<file path="src/rtl/alu_pkg.sv">
// Shared ALU definitions: datapath width, multiplier FSM states and the
// two's-complement magnitude helper that the divider also uses.
package alu_pkg;

  localparam int ALU_WIDTH = 64;

  typedef enum logic [1:0] {
    IDLE = 2'd0,
    RUN  = 2'd1,
    SIGN = 2'd2
  } mul_state_t;

  // Magnitude of a two's-complement value; -2^63 maps to 2^63 as unsigned.
  function automatic logic [ALU_WIDTH-1:0] abs64(input logic [ALU_WIDTH-1:0] x);
    return x[ALU_WIDTH-1] ? ((~x) + ALU_WIDTH'(1)) : x;
  endfunction

endpackage

</file>
<file path="src/rtl/seq_multiplier_if.sv">
// Start/done handshake and operand/result bus between the ALU and the
// sequential multiplier.
interface seq_multiplier_if #(parameter int WIDTH = alu_pkg::ALU_WIDTH) ();
  logic             start;
  logic [WIDTH-1:0] a;
  logic [WIDTH-1:0] b;
  logic [WIDTH-1:0] prod_lo;
  logic [WIDTH-1:0] prod_hi;
  logic             ovf;
  logic             busy;
  logic             done;

  modport master (output start, a, b,
                  input  prod_lo, prod_hi, ovf, busy, done);
  modport slave  (input  start, a, b,
                  output prod_lo, prod_hi, ovf, busy, done);
endinterface

</file>
<file path="src/rtl/seq_multiplier.sv">
// Signed WIDTHxWIDTH shift-add multiplier, one multiplier bit per clock.
// Operates on magnitudes and applies the sign in a final 2*WIDTH-bit step.
// Optional: MUL_EARLY_TERM_EN ends RUN as soon as the remaining multiplier
// bits are zero and realigns the accumulator with one barrel shift.
//
//  state | meaning
//  IDLE  | waiting for start; first IDLE cycle after SIGN still reports busy
//  RUN   | add |a| into acc_hi when multiplier lsb set, then shift right
//  SIGN  | apply sign, register product/ovf, pulse done
module seq_multiplier
  import alu_pkg::*;
#(
  parameter int WIDTH = ALU_WIDTH
) (
  input  logic              clk,
  input  logic              rst_n,
  seq_multiplier_if.slave   mul_if
);

  localparam int IW = $clog2(WIDTH + 1);
  localparam logic [2*WIDTH-1:0] ONE = (2*WIDTH)'(1);

  mul_state_t         state_q;
  logic [WIDTH-1:0]   mcand_q;
  logic [WIDTH-1:0]   mult_q;
  logic [2*WIDTH-1:0] acc_q;
  logic [IW-1:0]      iter_q;
  logic               neg_q;
  logic [WIDTH-1:0]   prod_lo_q;
  logic [WIDTH-1:0]   prod_hi_q;
  logic               ovf_q;
  logic               busy_q;
  logic               done_q;

  logic [WIDTH:0]     sum_d;
  logic [2*WIDTH-1:0] acc_d;
  logic [WIDTH-1:0]   mult_d;
  logic               run_last_d;
  logic [2*WIDTH-1:0] acc_aligned_d;
  logic [2*WIDTH-1:0] prod_d;
  logic               ovf_d;

  // Single 65-bit adder, the shifted accumulator and the sign-fixed product.
  always_comb begin
    sum_d  = {1'b0, acc_q[2*WIDTH-1:WIDTH]} + (mult_q[0] ? {1'b0, mcand_q} : '0);
    acc_d  = {sum_d, acc_q[WIDTH-1:1]};
    mult_d = mult_q >> 1;
`ifdef MUL_EARLY_TERM_EN
    run_last_d    = (mult_d == '0);
    acc_aligned_d = acc_q >> (IW'(WIDTH) - iter_q);
`else
    run_last_d    = (iter_q == IW'(WIDTH - 1));
    acc_aligned_d = acc_q;
`endif
    prod_d = neg_q ? ((~acc_aligned_d) + ONE) : acc_aligned_d;
    // Representable iff the top WIDTH+1 bits are a pure sign extension.
    ovf_d  = !((&prod_d[2*WIDTH-1:WIDTH-1]) || !(|prod_d[2*WIDTH-1:WIDTH-1]));
  end

  // Control FSM with registered datapath and outputs.
  always_ff @(posedge clk or negedge rst_n) begin
    if (!rst_n) begin
      state_q   <= IDLE;
      mcand_q   <= '0;
      mult_q    <= '0;
      acc_q     <= '0;
      iter_q    <= '0;
      neg_q     <= 1'b0;
      prod_lo_q <= '0;
      prod_hi_q <= '0;
      ovf_q     <= 1'b0;
      busy_q    <= 1'b0;
      done_q    <= 1'b0;
    end else begin
      case (state_q)
        IDLE: begin
          done_q <= 1'b0;
          busy_q <= 1'b0;
          if (mul_if.start && !busy_q) begin
            mcand_q <= abs64(mul_if.a);
            mult_q  <= abs64(mul_if.b);
            neg_q   <= mul_if.a[WIDTH-1] ^ mul_if.b[WIDTH-1];
            acc_q   <= '0;
            iter_q  <= '0;
            busy_q  <= 1'b1;
            state_q <= RUN;
          end
        end
        RUN: begin
          acc_q  <= acc_d;
          mult_q <= mult_d;
          iter_q <= iter_q + IW'(1);
          if (run_last_d) state_q <= SIGN;
        end
        SIGN: begin
          prod_hi_q <= prod_d[2*WIDTH-1:WIDTH];
          prod_lo_q <= prod_d[WIDTH-1:0];
          ovf_q     <= ovf_d;
          done_q    <= 1'b1;
          state_q   <= IDLE;
        end
        default: state_q <= IDLE;
      endcase
    end
  end

  assign mul_if.prod_lo = prod_lo_q;
  assign mul_if.prod_hi = prod_hi_q;
  assign mul_if.ovf     = ovf_q;
  assign mul_if.busy    = busy_q;
  assign mul_if.done    = done_q;

endmodule
</file>
<file path="src/flat_wrapper.sv">
// flat-port wrapper written by rule: the top's interface ports become plain ports
module seq_multiplier_flat import alu_pkg::*;
#(
  parameter int WIDTH = ALU_WIDTH
)
  (clk, rst_n, mul_if_start, mul_if_a, mul_if_b, mul_if_prod_lo, mul_if_prod_hi, mul_if_ovf, mul_if_busy, mul_if_done);
  seq_multiplier_if #(.WIDTH(WIDTH)) mul_if_i ();
  input  logic clk;
  input  logic rst_n;
  input wire logic [$bits(mul_if_i.start)-1:0] mul_if_start;
  input wire logic [$bits(mul_if_i.a)-1:0] mul_if_a;
  input wire logic [$bits(mul_if_i.b)-1:0] mul_if_b;
  output wire logic [$bits(mul_if_i.prod_lo)-1:0] mul_if_prod_lo;
  output wire logic [$bits(mul_if_i.prod_hi)-1:0] mul_if_prod_hi;
  output wire logic [$bits(mul_if_i.ovf)-1:0] mul_if_ovf;
  output wire logic [$bits(mul_if_i.busy)-1:0] mul_if_busy;
  output wire logic [$bits(mul_if_i.done)-1:0] mul_if_done;
  assign mul_if_i.start = mul_if_start;
  assign mul_if_i.a = mul_if_a;
  assign mul_if_i.b = mul_if_b;
  assign mul_if_prod_lo = mul_if_i.prod_lo;
  assign mul_if_prod_hi = mul_if_i.prod_hi;
  assign mul_if_ovf = mul_if_i.ovf;
  assign mul_if_busy = mul_if_i.busy;
  assign mul_if_done = mul_if_i.done;
  seq_multiplier #(.WIDTH(WIDTH)) u_core (.clk(clk), .rst_n(rst_n), .mul_if(mul_if_i));
endmodule
</file>
<file path="config.mk">
export PLATFORM = sky130hd
export DESIGN_NAME = seq_multiplier_flat
export DESIGN_NICKNAME = d
export VERILOG_FILES = /design/src/rtl/alu_pkg.sv /design/src/rtl/seq_multiplier_if.sv /design/src/rtl/seq_multiplier.sv /design/src/flat_wrapper.sv
export SDC_FILE = /design/constraint.sdc
export NUM_CORES = 1
export LEC_CHECK = 0
export BUFFER_PORTS_ARGS = -buffer_cell sky130_fd_sc_hd__buf_2
export CAP_MARGIN = 10
export CELL_PAD_IN_SITES_DETAIL_PLACEMENT = 2
export CELL_PAD_IN_SITES_GLOBAL_PLACEMENT = 2
export CORE_UTILIZATION = 36
export DETAILED_ROUTE_END_ITERATION = 6
export PLACE_DENSITY_LB_ADDON = 0.2
export SYNTH_ARGS = -nofsm -noshare
export SYNTH_HDL_FRONTEND = slang
export SYNTH_SLANG_ARGS = --single-unit
</file>
<file path="constraint.sdc">
create_clock -name clk -period 5.4 [get_ports clk]
set_input_delay 0 -clock clk [delete_from_list [all_inputs] [get_ports clk]]
set_output_delay 0 -clock clk [all_outputs]
set_load 0.005 [all_outputs]
</file>
* Word-level counts from Yosys, hierarchy flattened
Cells that the tools add are included.
** Storage, ports and cells
- Bits in registers :: 397
- Bits of input ports :: 131
- Output and inout port bits :: 131
- Word-level logic and storage cells :: 53
** Cells by class
- Add/sub/neg operators :: 5
- Equality and inequality tests :: 5
- Mux-type cells :: 15
- Bitwise logic cells :: 4
- Reduce and logical (&&, ||, !) cells :: 13
** Operator list (number)
- $mux 128 :: 2
- $mux 64 :: 4
- $pmux 128 s2 :: 1
- $add 128x1->128 const B :: 1
- $add 64x1->64 const B :: 2
- $not 128->128 :: 1
- $not 64->64 :: 2
- $pmux 64 s2 :: 1
- $add 64x65->65 :: 1
- $reduce_and 65->1 :: 1
- $reduce_or 65->1 :: 1
- $pmux 7 s2 :: 1
- $add 7x1->7 const B :: 1
- $eq 7x6->1 const B :: 1
- $mux 7 :: 1
- $reduce_and 2->1 :: 3
- $mux 2 :: 2
- $ne 2x1->1 const B :: 2
- $pmux 2 s2 :: 1
- $reduce_bool 2->1 :: 2
- $logic_not 1->1 :: 3
- $eq 2x1->1 const B :: 1
- $eq 2x2->1 const B :: 1
- $logic_not 2->1 :: 1
- other kinds (5) :: 5

* Logic depth before layout (Yosys ltp)
- Depth after elaboration :: 7
- Mapped depth :: 16
- Depth with buffers taken out :: 15

* Worst setup path before layout
No wires, ideal clock.
- Path kind :: register -> register
- Start :: register u_core.acc_q[22], in the netlist u_core.acc_aligned_d[22]
- End :: register u_core.ovf_q, in the netlist u_core.mul_if.ovf
- Library setup time :: 0.136 ns
- Arrival time :: 4.119 ns
- Data required time :: 5.264 ns
- Setup slack :: 1.146 ns
- Stages on the path, launching flop included :: 14
- Path buffers :: 2
- Clock period less this slack :: 4.254 ns
- Cell sequence :: dfrtp_1 > buf_6 > or4_1 > buf_2 > or4_4 > nand4bb_4 > or4_4 > or4_4 > o41ai_4 > xnor2_1 > or4_1 > nor4_1 > and4_1 > a211oi_1
** On the way
- Longest elaborated chain between the ends :: 7
- Elaborated cells on any way between the ends :: 8
- Those cells by class :: add/sub (1); mux (1); bitwise (1); reduce/logical (5)
** Ends and longest elaborated chain
- from (decl) :: RTL line seq_multiplier.sv:26 : logic [2*WIDTH-1:0] acc_q;
- from (signal assigned) :: RTL line seq_multiplier.sv:66 : acc_q <= '0;
- from (signal assigned) :: RTL line seq_multiplier.sv:83 : acc_q <= '0;
- from (signal assigned) :: RTL line seq_multiplier.sv:90 : acc_q <= acc_d;
- $not 128->128 * :: RTL line seq_multiplier.sv:55 : prod_d = neg_q ? ((~acc_aligned_d) + ONE) : acc_aligned_d;
- $add 128x1->128 * :: RTL line seq_multiplier.sv:55
- $mux 128 * :: RTL line seq_multiplier.sv:55
- $reduce_or 65->1 :: RTL line seq_multiplier.sv:57 : ovf_d = !((&prod_d[2*WIDTH-1:WIDTH-1]) || !(|prod_d[2*WIDTH-1:WIDTH-1]));
- $logic_not 1->1 :: RTL line seq_multiplier.sv:57
- $logic_or 1x1->1 * :: RTL line seq_multiplier.sv:57
- $logic_not 1->1 * :: RTL line seq_multiplier.sv:57
- to (signal assigned) :: RTL line seq_multiplier.sv:98 : ovf_q <= ovf_d;
- to (decl) :: RTL line seq_multiplier.sv:31 : logic ovf_q;
Mark *: on every way between the ends. The rest lies on a longest branch, timed or not.
A chain may end at the register's enable or synchronous reset.

* Worst setup path in the final report
- Start :: input port mul_if_b[6]
- End :: register u_core.mult_q[62]
** On the way
- Longest elaborated chain between the ends :: 5
** Ends and longest elaborated chain
- from (decl) :: RTL line flat_wrapper.sv:12 : input wire logic [$bits(mul_if_i.b)-1:0] mul_if_b;
- $not 64->64 :: RTL line alu_pkg.sv:15 : return x[ALU_WIDTH-1] ? ((~x) + ALU_WIDTH'(1)) : x;
- $add 64x1->64 :: RTL line alu_pkg.sv:15
- $mux 64 :: RTL line alu_pkg.sv:15
- $mux 64 :: RTL line seq_multiplier.sv:79 : if (mul_if.start && !busy_q) begin
- $pmux 64 s2 :: RTL line seq_multiplier.sv:75 : case (state_q)
- to (signal assigned) :: RTL line seq_multiplier.sv:81 : mult_q <= abs64(mul_if.b);
- to (signal assigned) :: RTL line seq_multiplier.sv:91 : mult_q <= mult_d;
- to (decl) :: RTL line seq_multiplier.sv:25 : logic [WIDTH-1:0] mult_q;
No other way between the ends. The select of a mux whose other input is x is not followed.

==> reports/metrics.cfg <==
[clock_network]
cts.sinks=397
cts_tree=yes
cts_buffers=48
post_cts_buffers=0
clk_latency_ps=620
cts.hold.buffers_added=188
cts_resized=0
h-tree-depth=2
clk_path_buf_depth=3
path_clk_slew_ps=60
cts_root_buf=clkbuf_16

[global_route]
grt_pass1_vias=27100
grt_max_degree=192
antenna_found_initial=5
track_usage_pct=30.9
grt-ovfl-total=0
grt_pass1_wl_um=169000

[synthesis]
syn_area_sq_mm=0.0250
synth_edf_count=0
synthArstFlopShare_pct=100
ys_types=71
synth_warnings=0
synth_ff_type=dfrtp_1
synth_cells=2959
synth_seq_cells=397
yosys.area.top_type_share_pct=39.8
syn_nets=3159
synth_largest_area_cell=dfrtp_1
synth_commonest_cells=nand2_1, o21ai_0, dfrtp_1, xor2_1, clkbuf_1
synth.most_common_cell=nand2_1
postSynthAreaPerCell_sq_um=8.43
synth_area_leaders=dfrtp_1, o21ai_0, xor2_1
yosysSeqAreaShare_pct=39.8

[pwr]
p_seq_share_pct=38.4
total_leakage_power_uw=0.0136
switchingPower_uw=4940
ir_drop_v=0.000235
share_clk_of_total_power_pct=28.9
p_sw_share_pct=42.3
power_density_mw_per_mm2=380
internal-power_uw=6740
p_comb_share_pct=32.6

[detailed_routing]
dr.pass1.iters=5
wirelength_um=110000
drtIter0Drc=1416
wl_per_cell_um=25.6
routed-via-count=25000
ant_nets=0
routed_via_density=5.82
drc=0

[critical_path]
cp_slowest_cell=o41ai_1
cp_data_required_time_ps=5850
cpPeakStageDelay_ps=850
start_kind=input pin
crit_path_frequent_cell=or3_1
setup.worst_path.end_class=flop
crit_fanout=6
cp.arrival_ps=5430
critical_path_buf_inv_count=3
critical-path-top-delay-family=simple AND/OR/NAND/NOR gates
crit_type=in2reg
worstPathCellList=dlygate4sd3_1, buf_2, nor4_1, nand3_1, or3_1, or4_1, or3_1, or3_1, o41ai_1, nand2_1, xnor2_1, dlygate4sd3_1, o21ai_0

[floorplan]
die_x_um=265
initial_core_util_pct=36.4
rows=96
die_area_sq_mm=0.0704
core_sq_mm=0.0686
die_h_um=265
ioPinCount=262

[sta]
slew_headroom_pct=19.3
rsz0062_at_grt=false
skew_ps=26.8
final_hold_viol_count=0
setup_viol=0
fin_ws_ps=422
tns_ps=0
finalCritPeriodShare_pct=92.2
tightest_slew_ps=1210
fin_crit_ps=4980
slew_viol_final=0
max_freq_ghz=0.201

[final_layout]
final_util_pct=44.8
fin_area_sq_mm=0.0307
drive_above_1_share_pct=12.9
n_fill_cell=7507
area_growth_pct=23.2
nets=3525
stdcell_count=4300

[outcome]
status=complete, no violations

[place]
hpwlAfterDp_um=75600
pre_cts_slack_ps=746
portBuffers=261
dp_cells=4017
placed_cell_area_sq_mm=0.0272
gp_congestion=0.930

[min_path]
min_path_type=in2reg

[flow_run]
cap_violations=0

[through the flow]
stage / total power [uW] / hold WS (ps)
CTS: 11600 / 33.4
floorplan: 6240 / -296
detailed placement: 8070 / 29.8
finish: 11700 / 35.5
global route: 12200 / 80.8
global placement: 7900 / 21.3
[state kept, by name, summed over array words and instances (netlist names)]
register / flops
u_core.mul_if.prod_lo: 64
u_core.acc_aligned_d: 128
u_core.mul_if.busy: 1
u_core.iter_q: 7
u_core.state_q: 2
u_core.mul_if.prod_hi: 64
u_core.neg_q: 1
u_core.mul_if.ovf: 1
u_core.mult_q: 64
u_core.mcand_q: 64
u_core.mul_if.done: 1
[logic make-up after synthesis]
logic type	count (synthesis)	synth area share [%]
multiplexers	4	0.160
AND/OR/NAND/NOR	1160	22.7
AO/OA/AOI/OAI	808	19.7
flip-flops	397	39.8
XOR/XNOR	310	10.9
buffers and inverters	211	3.22
adder cells (fa/ha/maj)	69	3.49
[power by group through the flow]
stage	logic, uW	clock network [uW]	registers (uW)
2_1_floorplan	2300	0	3940
4_1_cts	3730	3420	4440
3_5_place_dp	3580	0	4500
3_3_place_gp	3440	0	4460
6_report	3810	3380	4490
5_1_grt	4110	3530	4530
[final timing paths]
| kind | to | cells after the start | start | slack, ps |
|---|---|---|---|---|
| max | u_core.mult_q[62] | 13 | mul_if_b[6] | 420 |
| max reg2reg | u_core.acc_aligned_d[99] | 17 | u_core.mult_q[0] | 560 |
| max in group asynchronous | u_core.acc_aligned_d[24] | 4 | rst_n | 3110 |
| min in group asynchronous | u_core.acc_aligned_d[2] | 3 | rst_n | 470 |
| min | u_core.mult_q[55] | 4 | mul_if_b[63] | 40 |
| min reg2reg | u_core.mul_if.prod_lo[60] | 2 | u_core.mul_if.prod_lo[60] | 470 |
[layer usage]
metal | part of all wire (%) | vias up | routed length, um | track usage (%)
li1 | - | 11300 | - | -
met4 | 3.6 | 0 | 3930 | 10.4
met5 | 0 | - | 0 | 0
met2 | 49 | 629 | 53900 | 53.6
met3 | 3.4 | 229 | 3740 | 3.30
met1 | 44 | 12800 | 48600 | 40.1
[worst register-to-register path, delay by kind of cell (launching register included)]
family,cells,cell delay [ps]
buffers and inverters,3,560
adders and majority gates,2,600
and+or+nand+nor,3,540
DFF,1,840
xor gates and xnor gates,1,180
AOI/OAI and AO/OA,8,2040
[cell type report]
class                   instances  area (sq um)  area share (%)
multi-input cells            2351         14300            46.4
flip-flops and latches        397          9940            32.3
repair buffers                502          3660            11.9
clock buffers                  70          1390            4.53
well taps                     931          1160            3.79
clock inverters                17           219           0.712
inverters                      25          93.8           0.305
diodes                          7          17.5          0.0570
[cell usage in the layout, fill, tap and decap left out, types with 40 or more instances in the layout]
| cell | n |
|---|---|
| nor4_1 | 41 |
| a21oi_1 | 77 |
| dfrtp_1 | 396 |
| or3_1 | 65 |
| xor2_1 | 243 |
| or4_1 | 49 |
| clkbuf_16 | 48 |
| ha_1 | 68 |
| a22oi_1 | 59 |
| buf_2 | 260 |
| and2_1 | 69 |
| o41ai_1 | 40 |
| nand2_1 | 505 |
| nor3_1 | 60 |
| xnor2_1 | 67 |
| buf_4 | 48 |
| dlygate4sd3_1 | 188 |
| o21ai_0 | 427 |
| o31ai_1 | 74 |
| nand3_1 | 145 |
| nor2_1 | 89 |
Note: power is estimated with default switching activity, not from simulation.
